===== config.mk =====
export PLATFORM = sky130hd
export DESIGN_NAME = goomba_life_ctrl
export DESIGN_NICKNAME = d
export VERILOG_FILES = /design/src/rtl/goomba_life_ctrl.sv
export SDC_FILE = /design/constraint.sdc
export NUM_CORES = 1
export LEC_CHECK = 0
export CORE_UTILIZATION = 35
export CTS_BUF_LIST = sky130_fd_sc_hd__clkbuf_4
export DETAILED_ROUTE_END_ITERATION = 12
export PLACE_DENSITY = 0.66
export SLEW_MARGIN = 20
export SYNTH_ARGS = -nofsm -noshare
export SYNTH_HDL_FRONTEND = slang
export SYNTH_SLANG_ARGS = --single-unit
export TNS_END_PERCENT = 1

===== constraint.sdc =====
create_clock -name clk -period 5.3 [get_ports clk]
set_clock_uncertainty 0.1 [all_clocks]
set_input_delay 1.325 -clock clk [delete_from_list [all_inputs] [get_ports clk]]
set_output_delay 1.325 -clock clk [all_outputs]
set_load 0.01 [all_outputs]

===== src/rtl/goomba_life_ctrl.sv =====
// goomba_life_ctrl
//   Lifecycle controller and collision scheduler for NUM_GOOMBA goomba_display
//   instances. Each frame_tick starts a serial scan that visits one slot per
//   clk. The scan tests the slot's rectangle against Mario's rectangle. It then
//   advances that slot through ALIVE -> SQUASHED -> DEAD -> ALIVE, pulsing the
//   slot's goomba_rst on respawn.
//
//   Ports
//     clk, rst            system clock, synchronous active-high reset
//     frame_tick          one-cycle frame strobe, starts a scan when idle
//     mario_left/top      Mario position (10-bit x/y)
//     mario_falling       Mario moving downward (needed for a stomp)
//     goomba_left_bus     slot k x at [10k+9:10k]
//     goomba_top_bus      slot k y, same packing
//     goomba_alive        slot in ALIVE
//     goomba_squash       slot in SQUASHED (squashed sprite select)
//     goomba_visible      slot not DEAD
//     goomba_rst          one-cycle respawn reset per slot
//     stomp_pulse         one cycle per stomp
//     mario_hit_pulse     one cycle per accepted hit
//     score               saturating stomp score
//     busy                scan in progress
//     scan_overrun        sticky: frame_tick seen while busy
//     combo               (GOOMBA_COMBO_EN only) stomp combo level 0..3
//
//   Build option: define GOOMBA_COMBO_EN to add the combo output. With combo,
//   each stomp scores 1<<combo.
//
//   Slot states
//     state        | meaning
//     ST_ALIVE     | walking, collides with Mario
//     ST_SQUASHED  | showing squashed sprite, timer counts frames down
//     ST_DEAD      | invisible, timer counts down to respawn
module goomba_life_ctrl #(
    parameter int NUM_GOOMBA     = 4,
    parameter int GOOMBA_W       = 26,
    parameter int GOOMBA_H       = 27,
    parameter int MARIO_W        = 29,
    parameter int MARIO_H        = 39,
    parameter int STOMP_MARGIN   = 8,
    parameter int SQUASH_FRAMES  = 30,
    parameter int RESPAWN_FRAMES = 180,
    parameter int HIT_COOLDOWN   = 60
) (
    input  logic                    clk,
    input  logic                    rst,
    input  logic                    frame_tick,
    input  logic [9:0]              mario_left,
    input  logic [9:0]              mario_top,
    input  logic                    mario_falling,
    input  logic [10*NUM_GOOMBA-1:0] goomba_left_bus,
    input  logic [10*NUM_GOOMBA-1:0] goomba_top_bus,
    output logic [NUM_GOOMBA-1:0]   goomba_alive,
    output logic [NUM_GOOMBA-1:0]   goomba_squash,
    output logic [NUM_GOOMBA-1:0]   goomba_visible,
    output logic [NUM_GOOMBA-1:0]   goomba_rst,
    output logic                    stomp_pulse,
    output logic                    mario_hit_pulse,
    output logic [7:0]              score,
    output logic                    busy,
`ifdef GOOMBA_COMBO_EN
    output logic [1:0]              combo,
`endif
    output logic                    scan_overrun
);

    localparam int IDX_W   = (NUM_GOOMBA > 1) ? $clog2(NUM_GOOMBA) : 1;
    localparam int TMR_MAX = (SQUASH_FRAMES > RESPAWN_FRAMES) ? SQUASH_FRAMES : RESPAWN_FRAMES;
    localparam int TMR_W   = (TMR_MAX > 1) ? $clog2(TMR_MAX) : 1;
    localparam int CD_W    = (HIT_COOLDOWN > 0) ? $clog2(HIT_COOLDOWN + 1) : 1;

    typedef enum logic [1:0] {
        ST_ALIVE    = 2'd0,
        ST_SQUASHED = 2'd1,
        ST_DEAD     = 2'd2
    } slot_state_t;

    slot_state_t            state_q [NUM_GOOMBA];
    slot_state_t            state_d [NUM_GOOMBA];
    logic [TMR_W-1:0]       timer_q [NUM_GOOMBA];
    logic [TMR_W-1:0]       timer_d [NUM_GOOMBA];
    logic [IDX_W-1:0]       idx_q, idx_d;
    logic [CD_W-1:0]        cooldown_q, cooldown_d;
    logic                   busy_d, overrun_d, stomp_d, hit_d;
    logic [7:0]             score_d;
    logic [NUM_GOOMBA-1:0]  grst_d;
`ifdef GOOMBA_COMBO_EN
    logic [1:0]             combo_d;
`endif

    // Slot currently being visited
    logic [9:0]             sel_left, sel_top;
    slot_state_t            sel_state, nxt_state;
    logic [TMR_W-1:0]       sel_timer, nxt_timer;
    logic                   respawn;

    always_comb begin
        sel_left  = '0;
        sel_top   = '0;
        sel_state = ST_ALIVE;
        sel_timer = '0;
        for (int k = 0; k < NUM_GOOMBA; k++) begin
            if (idx_q == IDX_W'(k)) begin
                sel_left  = goomba_left_bus[10*k +: 10];
                sel_top   = goomba_top_bus[10*k +: 10];
                sel_state = state_q[k];
                sel_timer = timer_q[k];
            end
        end
    end

    // 11-bit arithmetic keeps right/bottom edges from wrapping near the screen edge
    logic [10:0] ml, mt, gl, gt;
    logic        overlap, is_stomp, is_hit;

    assign ml = {1'b0, mario_left};
    assign mt = {1'b0, mario_top};
    assign gl = {1'b0, sel_left};
    assign gt = {1'b0, sel_top};

    assign overlap  = (ml <= gl + 11'(GOOMBA_W)) && (gl <= ml + 11'(MARIO_W)) &&
                      (mt <= gt + 11'(GOOMBA_H)) && (gt <= mt + 11'(MARIO_H));
    assign is_stomp = overlap && mario_falling &&
                      (mt + 11'(MARIO_H) <= gt + 11'(STOMP_MARGIN));
    assign is_hit   = overlap && !is_stomp;

    logic [8:0] score_inc, score_sum;
    logic [7:0] score_sat;

`ifdef GOOMBA_COMBO_EN
    assign score_inc = 9'd1 << combo;
`else
    assign score_inc = 9'd1;
`endif
    assign score_sum = {1'b0, score} + score_inc;
    assign score_sat = score_sum[8] ? 8'hFF : score_sum[7:0];

    always_comb begin
        busy_d     = busy;
        idx_d      = idx_q;
        cooldown_d = cooldown_q;
        score_d    = score;
        overrun_d  = scan_overrun;
        stomp_d    = 1'b0;
        hit_d      = 1'b0;
        grst_d     = '0;
        nxt_state  = sel_state;
        nxt_timer  = sel_timer;
        respawn    = 1'b0;
`ifdef GOOMBA_COMBO_EN
        combo_d    = combo;
`endif

        if (!busy) begin
            if (frame_tick) begin
                busy_d = 1'b1;
                idx_d  = '0;
                if (cooldown_q != '0) begin
                    cooldown_d = cooldown_q - CD_W'(1);
                end
`ifdef GOOMBA_COMBO_EN
                if (!mario_falling) begin
                    combo_d = 2'd0;
                end
`endif
            end
        end else begin
            if (frame_tick) begin
                overrun_d = 1'b1;
            end

            case (sel_state)
                ST_ALIVE: begin
                    if (is_stomp) begin
                        nxt_state = ST_SQUASHED;
                        nxt_timer = TMR_W'(SQUASH_FRAMES - 1);
                        stomp_d   = 1'b1;
                        score_d   = score_sat;
`ifdef GOOMBA_COMBO_EN
                        if (combo != 2'd3) begin
                            combo_d = combo + 2'd1;
                        end
`endif
                    end else if (is_hit && (cooldown_q == '0)) begin
                        // Cooldown loads right away so later slots in this scan are suppressed
                        hit_d      = 1'b1;
                        cooldown_d = CD_W'(HIT_COOLDOWN);
                    end
                end
                ST_SQUASHED: begin
                    if (sel_timer == '0) begin
                        nxt_state = ST_DEAD;
                        nxt_timer = TMR_W'(RESPAWN_FRAMES - 1);
                    end else begin
                        nxt_timer = sel_timer - TMR_W'(1);
                    end
                end
                ST_DEAD: begin
                    if (sel_timer == '0) begin
                        nxt_state = ST_ALIVE;
                        respawn   = 1'b1;
                    end else begin
                        nxt_timer = sel_timer - TMR_W'(1);
                    end
                end
                default: begin
                    nxt_state = ST_ALIVE;
                    nxt_timer = '0;
                end
            endcase

            if (idx_q == IDX_W'(NUM_GOOMBA - 1)) begin
                busy_d = 1'b0;
                idx_d  = '0;
            end else begin
                idx_d = idx_q + IDX_W'(1);
            end
        end

        for (int k = 0; k < NUM_GOOMBA; k++) begin
            state_d[k] = state_q[k];
            timer_d[k] = timer_q[k];
            if (busy && (idx_q == IDX_W'(k))) begin
                state_d[k] = nxt_state;
                timer_d[k] = nxt_timer;
                grst_d[k]  = respawn;
            end
        end
    end

    always_ff @(posedge clk) begin
        if (rst) begin
            for (int k = 0; k < NUM_GOOMBA; k++) begin
                state_q[k] <= ST_ALIVE;
                timer_q[k] <= '0;
            end
            idx_q           <= '0;
            cooldown_q      <= '0;
            busy            <= 1'b0;
            scan_overrun    <= 1'b0;
            score           <= 8'd0;
            stomp_pulse     <= 1'b0;
            mario_hit_pulse <= 1'b0;
            goomba_rst      <= '0;
            goomba_alive    <= '1;
            goomba_visible  <= '1;
            goomba_squash   <= '0;
`ifdef GOOMBA_COMBO_EN
            combo           <= 2'd0;
`endif
        end else begin
            for (int k = 0; k < NUM_GOOMBA; k++) begin
                state_q[k]        <= state_d[k];
                timer_q[k]        <= timer_d[k];
                goomba_alive[k]   <= (state_d[k] == ST_ALIVE);
                goomba_squash[k]  <= (state_d[k] == ST_SQUASHED);
                goomba_visible[k] <= (state_d[k] != ST_DEAD);
            end
            idx_q           <= idx_d;
            cooldown_q      <= cooldown_d;
            busy            <= busy_d;
            scan_overrun    <= overrun_d;
            score           <= score_d;
            stomp_pulse     <= stomp_d;
            mario_hit_pulse <= hit_d;
            goomba_rst      <= grst_d;
`ifdef GOOMBA_COMBO_EN
            combo           <= combo_d;
`endif
        end
    end

endmodule


== After elaboration in Yosys (flattened, before gate mapping) ==
Memory sizes are Yosys's and may differ from the RTL's.
Cells that the tools add are included.
Widths: inputs -> output; s select.
Storage, ports and cells
  input bits: 104
  logic and storage cells: 155
  output and inout bits: 28
  memories: 2
  flip-flop bits (word level): 36
  bits in writable memories: 40
Operators by class
  reduce and logical (&&, ||, !) cells: 32
  magnitude comparators: 5
  bitwise gates (word level): 14
  muxes and demuxes: 63
  $add $sub $neg: 9
  eq/ne operators: 16
Memories
  timer_q: words 4, bits a word 8, rd ports 4, clocked after memory_dff 0, wr ports 4, line 80  | logic [TMR_W-1:0] timer_q [NUM_GOOMBA];
  state_q: words 4, bits a word 2, rd ports 4, clocked after memory_dff 0, wr ports 4, line 78  | slot_state_t state_q [NUM_GOOMBA];
Operators with widths (count)
  $mux 8: 17
  $mux 10: 8
  $le 10x11->1: 4
  $mux 2: 19
  $mux 6: 6
  $add 10x5->11 const B: 3
  $pmux 8 s3: 1
  $eq 2x1->1 const B: 6
  $logic_not 2->1: 6
  $add 10x4->11 const B: 1
  $add 10x6->11 const B: 1
  $le 11x11->1: 1
  $logic_and 1x1->1: 11
  $mux 1: 11
  $ne 2x2->1 const B: 5
  $add 8x1->9 const B: 1
  $logic_not 8->1: 1
  $or 1x1->1: 8
  $reduce_or 2->1: 4
  $sub 8x1->8 const B: 1
  $eq 2x2->1 const B: 3
  $logic_not 6->1: 1
  $not 1->1: 6
  $pmux 2 s3: 1
  11 further kinds: 13

== Depth between registers and ports, before layout ==
  depth in word-level cells: 19
  gate-level depth with buffers: 24

== Least setup slack after synthesis ==
No wires, ideal clock.
  kind: reg2reg
  from: register idx_q[1]
  to: memory timer_q[0][5] in the netlist's numbering
  arrival time: 4487 ps
  stages on the path, launching flop included: 24
  slack: 634 ps
  library setup time: 80 ps
  period minus slack after synthesis: 4666 ps
  path through: dfxtp_1 -> inv_1 -> ha_1 -> buf_2 -> buf_6 -> buf_4 -> buf_2 -> buf_1 -> a221oi_1 -> nor3_1 -> a21oi_1 -> ha_1 -> or2_1 -> nand3_4 -> nand3_1 -> xor2_1 -> ha_1 -> a21o_1 -> a211oi_1 -> o211a_1 -> a311oi_4 -> nor4_4 -> o41a_4 -> a211oi_2
RTL lines
  from (decl): line 82  | logic [IDX_W-1:0] idx_q, idx_d;
  from (signal assigned): line 259  | idx_q <= idx_d;
  to (decl): line 80

==> metrics <==
kind of critical path in2reg; final WL between 20000 and 25000 µm; Filler cells 1863; post-route minimum period approximately 4.9 ns; worst-margin pin slew slightly above 0.8 ns; via count 7122; DRC 0; Synth Warn # 0; Multi-input gate area 4820 µm²; Avg Inst Size Synth about 8 µm²; Core Box Area about 19000 µm²; launching point of the worst reg2reg path idx_q[0]; GR Overflow Total 0; CP dominant cell by count buf_4; async set-reset flop share out of synthesis 0; Placer Congestion ~0.94; Cell Area, Synth ~6700 µm²; PortBufs 131; Rel. slew slack 0.459; CTS sink cnt 76; Root Buffer clkbuf_4; vias in the first global route around 6600; clock-pin slew on the worst setup and hold paths around 0.13 ns; Area growth syn-to-layout 29.1%; run status completed; CP bufs+invs 8; antenna violations before repair 0; Die W ~140 µm; global-route total usage across every layer 0.214; number of synthesized flops with an enable pin 0; n_diodes 0; #FFs+latches synth between 70 and 80; # H-tree levels 3; Mapped Cells 864; top_reg_cell synth dfxtp_1; final critical-path share of the clock period 0.932; Hold Fails Final Rpt 0; Seq/Total Area, Yosys 0.226; DP Wirelength 16000 µm; CTS Buffer Depth 2; final core utilization 0.463; Post-CTS Hold Fix Bufs 0; CP cell instances clkdlybuf4s50_1, inv_1, ha_1, nand2b_1, a31oi_1, buf_4, nor2_1, xor2_1, inv_1, ha_1, a21oi_1, o22ai_1, nor4_1, buf_4, o41ai_4, nor4_4, buf_4, buf_12, o31ai_1, buf_4, o21ai_0; Starting Density 0.358; WHS Path Cells 2; setup_tns 0 ns; PwrDens 221 nW/µm²; reg2reg setup slack 0.47 ns; router iterations before antenna repair 6; maximum clock frequency 202 MHz; total power 0.00192 W; Max Slew Vio Count 0; Critical Path Stages 21; routed vias/inst 5.67; top-level I/O count 132; largest fanout on the critical path 8; Post-CTS Resized 0; Worst EP arrival 5.16 ns; critical path endpoint category register; flip-flop and latch area roughly 1500 µm²; syn nets roughly 1000; WHS Endpoint timer_q[1][4]; hold slack between 0.3 and 0.4 ns; slowest cell on the critical path o41ai_4; HP Start timer_q[1][4]; routed len/inst 16.9 µm; Crit Reg-Reg Endpoint goomba_alive[1]; largest net degree at the start of global routing 45; Required @ worst endpoint roughly 5.5 ns; Worst path max stage delay 0.63 ns; Critical Path Source Type input pin; Setup Viol. Count Final 0; DRT iter0 DRCs approximately 600; worst skew pair latency ~0.45 ns; global-route wire length before repair roughly 34000 µm; post-CTS setup buffer count 0; TritonCTS clock tree yes; CP delay by family, top buffers and inverters; Die Y roughly 140 µm; Final nets 1187; Worst VDD drop between 0.1 and 0.15 mV; reg2reg path depth 17; RSZ-0062 raised after global routing false; Cell variety after synth 81; leakage ~3.5 nW; Max-Cap Viols 0; share of cells above drive strength 1 0.109; total CTS buffers 9; die area around 20000 µm²; Final ANT Viol Nets 0; Worst Hold Class reg2reg; cell row count 50
-- metal layers --
layer  global-route usage  wire (µm)  share of wire  up-vias
met4               0.0601        427          0.020        0
met3               0.0333       1200          0.057       36
met1                0.284       9890           0.47     3327
met5                    0          0              0        -
li1                     -          -              -     3512
met2                0.358       9700           0.46      247
-- worst min-delay path, delay by kind of cell, from the launching register on --
kind | cells | cell delay, ns
AND/OR/NAND/NOR | 1 | 0.06
flip-flops | 1 | 0.33
AO/OA/AOI/OAI | 1 | 0.06
-- synthesized netlist by cell type (5+ instances only) --
cell type,count,share of area
buf_2,11,0.0082
nand3_1,49,0.036
nand2_1,87,0.049
clkbuf_1,23,0.013
a31oi_1,10,0.0093
nand3b_1,11,0.012
o211a_1,5,0.0074
buf_1,5,0.0028
nor4_1,8,0.0074
and2_1,8,0.0074
a211oi_1,16,0.018
a21oi_1,55,0.041
nand2b_1,8,0.0074
nor3_1,27,0.020
ha_1,67,0.12
a221o_1,6,0.0089
nor2b_1,16,0.015
nand4_1,24,0.022
o22ai_1,10,0.0093
nor3b_1,9,0.010
o21a_1,10,0.011
a221oi_1,5,0.0065
dfxtp_1,76,0.23
o2111ai_1,7,0.0091
xnor2_1,23,0.030
nor2_1,61,0.034
a21o_1,6,0.0067
o21ai_0,55,0.041
o31ai_1,5,0.0056
xor2_1,15,0.020
o211ai_1,7,0.0078
or3_1,6,0.0056
inv_1,40,0.022
-- power by group --
group          total, W  internal (W)  switching (W)
Combinational  0.000974      0.000454       0.000520
Clock          0.000320     0.0000974       0.000223
Sequential     0.000623      0.000601      0.0000223
-- worst max path at each step --
stage | endpoint | start
4_1_cts | timer_q[3][0] | mario_top[0]
3_3_place_gp | timer_q[3][0] | mario_top[0]
5_1_grt | score[4] | idx_q[0]
6_report | timer_q[3][0] | mario_top[0]
3_5_place_dp | score[4] | goomba_top_bus[11]
2_1_floorplan | timer_q[0][5] | idx_q[1]
-- cell type report --
type | instances | share of cell area
clock buffer | 9 | 0.00778
clock inverter | 7 | 0.00591
inverter | 43 | 0.0186
multi-input combinational | 698 | 0.555
sequential | 76 | 0.175
tap | 234 | 0.0337
timing repair buffer | 188 | 0.204
-- placed cells by master (no fill, tap or decap), types with 23 or more instances in the layout --
cell type and n:
a21oi_1 55, buf_4 54, clkdlybuf4s50_1 130, dfxtp_1 76, ha_1 65, inv_1 40
nand2_1 87, nand3_1 49, nand4_1 24, nor2_1 61, nor3_1 27, o21ai_0 55
xnor2_1 23
-- through the flow --
stage | cells | setup slack (ns) | area [µm²]
after floorplan | 864 | 0.634 | 6720
after global placement | 1239 | -0.0463 | 8560
after detailed placement | 1239 | -0.0705 | 8560
after CTS | 1255 | 0.375 | 8680
after global routing | 1255 | 0.0206 | 8680
final | 1255 | 0.361 | 8680
-- logic make-up after synthesis --
family / share of synthesized area
AO/OA/AOI/OAI: 0.264
XOR/XNOR: 0.0495
adder cells (fa/ha/maj): 0.125
buffers and inverters: 0.0590
flip-flops: 0.226
multiplexers: 0.00763
AND/OR/NAND/NOR: 0.269
-- registers in the layout, indices dropped and copies added (netlist names) --
signal / cells
goomba_visible: 4
cooldown_q: 6
scan_overrun: 1
goomba_squash: 4
timer_q: 32
stomp_pulse: 1
state_q: 8
busy: 1
goomba_rst: 4
idx_q: 2
goomba_alive: 4
mario_hit_pulse: 1
score: 8
No activity file was read; power rests on OpenSTA's default activity.
